`config.mk`:
```
export PLATFORM = sky130hd
export DESIGN_NAME = spi_burst_feeder
export DESIGN_NICKNAME = d
export VERILOG_FILES = /design/src/rtl/spi_burst_feeder.sv
export SDC_FILE = /design/constraint.sdc
export NUM_CORES = 1
export LEC_CHECK = 0
export BUFFER_PORTS_ARGS = -buffer_cell sky130_fd_sc_hd__buf_2
export CAP_MARGIN = 15
export CORE_ASPECT_RATIO = 2
export CORE_MARGIN = 2
export CORE_UTILIZATION = 55
export CTS_CLUSTER_SIZE = 40
export DETAILED_ROUTE_END_ITERATION = 6
export PLACE_DENSITY = 0.83
export SKIP_CTS_REPAIR_TIMING = 1
export SLEW_MARGIN = 20
export SYNTH_ARGS = -nofsm -noshare
export SYNTH_HDL_FRONTEND = slang
export SYNTH_SLANG_ARGS = --single-unit
```
`constraint.sdc`:
```
create_clock -name i_Clk -period 5.76 [get_ports i_Clk]
set_clock_uncertainty 0.05 [all_clocks]
set_input_delay 1.152 -clock i_Clk [delete_from_list [all_inputs] [get_ports i_Clk]]
set_output_delay 1.152 -clock i_Clk [all_outputs]
set_load 0.02 [all_outputs]
```
`src/rtl/spi_burst_feeder.sv`:
```
// Byte FIFO that feeds an SPI master in CS_n-framed bursts of back-to-back bytes.
// Latency: CS_n falls two cycles after a write into an empty idle FIFO; first o_TX_DV follows CS_LEAD_CLKS cycles later.
// Backpressure: writes into a full FIFO are dropped with an o_Overflow pulse; bytes are offered only once i_TX_Ready=1.
module spi_burst_feeder #(
  parameter int DEPTH        = 8,
  parameter int CS_LEAD_CLKS = 2,
  parameter int CS_GAP_CLKS  = 4
) (
  input  logic                   i_Clk,
  input  logic                   i_Rst_L,
  input  logic                   i_Wr_DV,
  input  logic [7:0]             i_Wr_Byte,
  output logic                   o_Full,
  output logic [$clog2(DEPTH):0] o_Count,
  output logic                   o_Overflow,
  output logic                   o_TX_DV,
  output logic [7:0]             o_TX_Byte,
  input  logic                   i_TX_Ready,
  output logic                   o_SPI_CS_n,
  output logic                   o_Busy
);

  localparam int AW   = $clog2(DEPTH);
  localparam int CMAX = (CS_LEAD_CLKS > CS_GAP_CLKS) ? CS_LEAD_CLKS : CS_GAP_CLKS;
  localparam int CW   = $clog2(CMAX + 1);

  typedef enum logic [2:0] {
    S_IDLE,
    S_LEAD,
    S_SEND,
    S_HOLD,
    S_WAIT,
    S_GAP
  } state_t;

  logic [7:0]    mem_q [DEPTH];
  logic [AW-1:0] wr_ptr_q, wr_ptr_d;
  logic [AW-1:0] rd_ptr_q, rd_ptr_d;
  logic [AW:0]   count_q, count_d;
  logic          overflow_q, overflow_d;
  logic          wr_acc;
  logic          pop;

  state_t        state_q;
  logic [CW-1:0] cnt_q;
  logic          cs_n_q;
  logic          tx_dv_q;
  logic [7:0]    tx_byte_q;

  assign o_Full     = (count_q == (AW+1)'(DEPTH));
  assign o_Count    = count_q;
  assign o_Overflow = overflow_q;
  assign o_TX_DV    = tx_dv_q;
  assign o_TX_Byte  = tx_byte_q;
  assign o_SPI_CS_n = cs_n_q;
  assign o_Busy     = (state_q != S_IDLE);

  // A write is taken only when not full; the head leaves only at the end of a SEND cycle
  assign wr_acc = i_Wr_DV && !o_Full;
  assign pop    = (state_q == S_SEND) && (count_q != '0);

  // FIFO next-state: pointers wrap naturally since DEPTH is a power of two
  always_comb begin
    wr_ptr_d   = wr_ptr_q;
    rd_ptr_d   = rd_ptr_q;
    count_d    = count_q;
    overflow_d = i_Wr_DV && o_Full;
    if (wr_acc) wr_ptr_d = wr_ptr_q + 1'b1;
    if (pop)    rd_ptr_d = rd_ptr_q + 1'b1;
    case ({wr_acc, pop})
      2'b10:   count_d = count_q + 1'b1;
      2'b01:   count_d = count_q - 1'b1;
      default: count_d = count_q;
    endcase
  end

  // FIFO pointers, occupancy and the one-cycle overflow pulse
  always_ff @(posedge i_Clk) begin
    if (!i_Rst_L) begin
      wr_ptr_q   <= '0;
      rd_ptr_q   <= '0;
      count_q    <= '0;
      overflow_q <= 1'b0;
    end else begin
      wr_ptr_q   <= wr_ptr_d;
      rd_ptr_q   <= rd_ptr_d;
      count_q    <= count_d;
      overflow_q <= overflow_d;
    end
  end

  // Byte storage; writes are ignored while reset is asserted
  always_ff @(posedge i_Clk) begin
    if (i_Rst_L && wr_acc) mem_q[wr_ptr_q] <= i_Wr_Byte;
  end

  // Burst sequencer: CS_n, TX_DV and TX_Byte are all registered here
  always_ff @(posedge i_Clk) begin
    if (!i_Rst_L) begin
      state_q   <= S_IDLE;
      cnt_q     <= '0;
      cs_n_q    <= 1'b1;
      tx_dv_q   <= 1'b0;
      tx_byte_q <= 8'h00;
    end else begin
      tx_dv_q <= 1'b0;
      case (state_q)
        S_IDLE: begin
          // Start decision uses the pre-write count
          if ((count_q != '0) && i_TX_Ready) begin
            state_q <= S_LEAD;
            cs_n_q  <= 1'b0;
            cnt_q   <= '0;
          end
        end
        S_LEAD: begin
          if (cnt_q == CW'(CS_LEAD_CLKS - 1)) begin
            state_q   <= S_SEND;
            tx_dv_q   <= 1'b1;
            tx_byte_q <= mem_q[rd_ptr_q];
          end else begin
            cnt_q <= cnt_q + 1'b1;
          end
        end
        S_SEND: state_q <= S_HOLD;
        // The master lowers ready on the edge that took DV, so it is not looked at here
        S_HOLD: state_q <= S_WAIT;
        S_WAIT: begin
          if (i_TX_Ready) begin
            if (count_q != '0) begin
              state_q   <= S_SEND;
              tx_dv_q   <= 1'b1;
              tx_byte_q <= mem_q[rd_ptr_q];
            end else begin
              state_q <= S_GAP;
              cs_n_q  <= 1'b1;
              cnt_q   <= '0;
            end
          end
        end
        S_GAP: begin
          if (cnt_q == CW'(CS_GAP_CLKS - 1)) begin
            state_q <= S_IDLE;
          end else begin
            cnt_q <= cnt_q + 1'b1;
          end
        end
        default: state_q <= S_IDLE;
      endcase
    end
  end

endmodule

```
==> flow_metrics.env <==
export IMPL_outcome="complete, no violations"
export IMPL_port_buffer_count=28
export IMPL_worstPathArrival_ns=1.79
export IMPL_max_slew_margin_rel_pct=25.9
export IMPL_fillers=534
export IMPL_powerDensity_nw_per_um2=318
export IMPL_path_max_fanout=10
export IMPL_hold_viol_final=0
export IMPL_layout_common_cells="edfxtp_1, dfxtp_1, buf_2"
export IMPL_path_clk_slew_ns=0.06
export IMPL_register_area_um2=2520
export IMPL_cp_cell_sequence="or4b_1 -> inv_1 -> buf_2"
export IMPL_crit_path_top_delay_cell="or4b_1"
export IMPL_setup_viol=0
export IMPL_clock_root_buffer="clkbuf_16"
export IMPL_synthTopCellsByArea="edfxtp_1, dfxtp_1, mux4_2"
export IMPL_netlist_area_um2=3900
export IMPL_grt_max_degree=35
export IMPL_max_cap_viol_count=0
export IMPL_placed_area_um2=4070
export IMPL_ys_seq_area_share_pct=64.6
export IMPL_drt_iter0_drc=94
export IMPL_ys_ff_latch=94
export IMPL_clockBufferDepth=2
export IMPL_vias=2179
export IMPL_final_cell_area_um2=4370
export IMPL_slew_violations=0
export IMPL_cp_end_kind="primary output"
export IMPL_layout_commonest_cell="edfxtp_1"
export IMPL_start_util_pct=56.7
export IMPL_cp_required_ns=4.56
export IMPL_hold_class="reg -> reg"
export IMPL_drt_wl_total_mm=7.31
export IMPL_fin_crit_sh_pct=51.9
export IMPL_clock_latency_ns=0.34
export IMPL_row_count=43
export IMPL_grt_pass1_wl_mm=11.5
export IMPL_dp_cells=357
export IMPL_drc_errors=0
export IMPL_track_usage_pct=20.9
export IMPL_pre_cts_ws_ns=2.53
export IMPL_core_um2=6890
export IMPL_cts_sinks=94
export IMPL_dieArea_um2=7830
export IMPL_fmax_mhz=335
export IMPL_post_drt_wl_per_cell_um=19.6
export IMPL_cpPeakStageDelay_ns=0.73
export IMPL_cts_htree_levels=3
export IMPL_antennaDiodeCount=0
export IMPL_num_io_pins=29
export IMPL_nNetsFinal=298
export IMPL_dieWidth_um=63.6
export IMPL_ir_drop_uv=155
export IMPL_die_h_um=123
export IMPL_drive_above_1_share_pct=24.4
export IMPL_yosysTopAreaCell="edfxtp_1"
export IMPL_synth_cells=254
export IMPL_via_per_inst=5.84
export IMPL_ys_warn_count=0
export IMPL_antenna_found_initial=0
export IMPL_rsz0062_at_grt="false"
export IMPL_gp_congestion=0.796
export IMPL_cts_buffers=9
export IMPL_ys_types=46
export IMPL_first_global_vias=2166
export IMPL_hpwl_mm=5.12
export IMPL_multi_input_area_um2=1290
export IMPL_fin_cells=373
export IMPL_layout_setup_ws_ns=2.77
export IMPL_critPathLaunchType="flip-flop"
export IMPL_overflow=0
export IMPL_period_needed_ns=2.99
export IMPL_worst_pin_slew_ns=1.11
export IMPL_syn_nets=274
export IMPL_synth_top_cell_area_share_pct=49.2
export IMPL_path_class="reg -> out"
export IMPL_antenna_left=0
export IMPL_fin_setup_tns_ns=0
export IMPL_tritoncts="done"
export IMPL_first_pass_iters=4
export IMPL_syn2layout_area_growth_pct=12.0
export IMPL_synth_avg_cell_area_um2=15.4
export IMPL_p_leak_nw=1.53
worst paths after layout:
path | start | endpoint | slack (ns) | depth (start not counted)
max reg2reg | o_Count[1] | o_Count[2] | 3.05 | 9
min reg2reg | cnt_q[1] | cnt_q[1] | 0.45 | 2
max | o_Count[1] | o_Full | 2.77 | 3
min | cnt_q[1] | cnt_q[1] | 0.45 | 2
cells by family after synthesis:
family	count (synthesis)	synth area share, %
flops	94	64.6
mux	30	12.8
simple gates	58	9.33
xor+xnor	8	1.79
buf+inv	20	2.63
fa+ha+maj	8	2.56
compound gates	36	6.25
metrics by stage:
step	hold slack (ns)	utilization, %	power (mW)
after global placement	0.419	59.1	0.833
after CTS	0.456	63.4	1.40
final	0.450	63.5	1.39
after floorplan	0.405	-	0.812
after detailed placement	0.446	59.1	0.836
after global routing	0.483	63.5	1.44
layer usage:
| layer | part of all wire, % | global-route usage [%] | wire length, um | vias up |
|---|---|---|---|---|
| li1 | - | - | - | 1012 |
| met2 | 57 | 38.8 | 4180 | 55 |
| met1 | 36 | 20.4 | 2600 | 1097 |
| met5 | 0 | 0 | 0 | - |
| met4 | 3.1 | 12.2 | 224 | 0 |
| met3 | 4.1 | 5.37 | 300 | 15 |
worst max-delay path: cells and delay by family, from the launching register on:
family	cells	cell delay [ns]
buf+inv	2	0.30
flops	1	0.42
simple gates	1	0.73
cell usage after synthesis, drive strengths merged:
cell and instances:
o22ai 1, mux2i 14, o21ai 13, a31oi 2, nand4b 1, and2 7, nand2b 4, xor2 2
nand3 5, clkbuf 5, nor3b 2, nor2b 2, buf 10, or4b 1, dfxtp 30, nand3b 4
a21boi 3, nand4bb 1, nand2 10, nand4 2, edfxtp 64, nor2 10, nor4 1, a2111oi 1
or3 2, or4 1, a32o 1, ha 8, a21oi 12, nor4bb 1, mux4 16, nor3 2
o311a 1, o32ai 1, xnor2 6, and3 2, a21o 1, inv 5
flip-flops by register name, indices dropped and copies added (netlist names), named ones only:
signal      flops
o_TX_DV         1
rd_ptr_q        3
o_TX_Byte       8
state_q         3
o_Overflow      1
o_Count         4
mem_q          64
o_SPI_CS_n      1
wr_ptr_q        3
cnt_q           3
area by class of cell:
| type | instances | area share, % |
|---|---|---|
| flip-flops and latches | 94 | 57.7 |
| multi-input cells | 140 | 29.5 |
| clock buffers | 9 | 5.15 |
| repair buffers | 28 | 3.20 |
| well taps | 90 | 2.58 |
| clock inverters | 7 | 1.49 |
| inverters | 5 | 0.429 |
power breakdown:
| group | total (mW) | internal (mW) | switching, mW | leakage, nW |
|---|---|---|---|---|
| logic | 0.0774 | 0.0317 | 0.0457 | 0.578 |
| clock network | 0.570 | 0.332 | 0.238 | 0.133 |
| registers | 0.745 | 0.733 | 0.0123 | 0.821 |
| total | 1.39 | 1.10 | 0.296 | 1.53 |
Note: power is estimated with default switching activity, not from simulation.
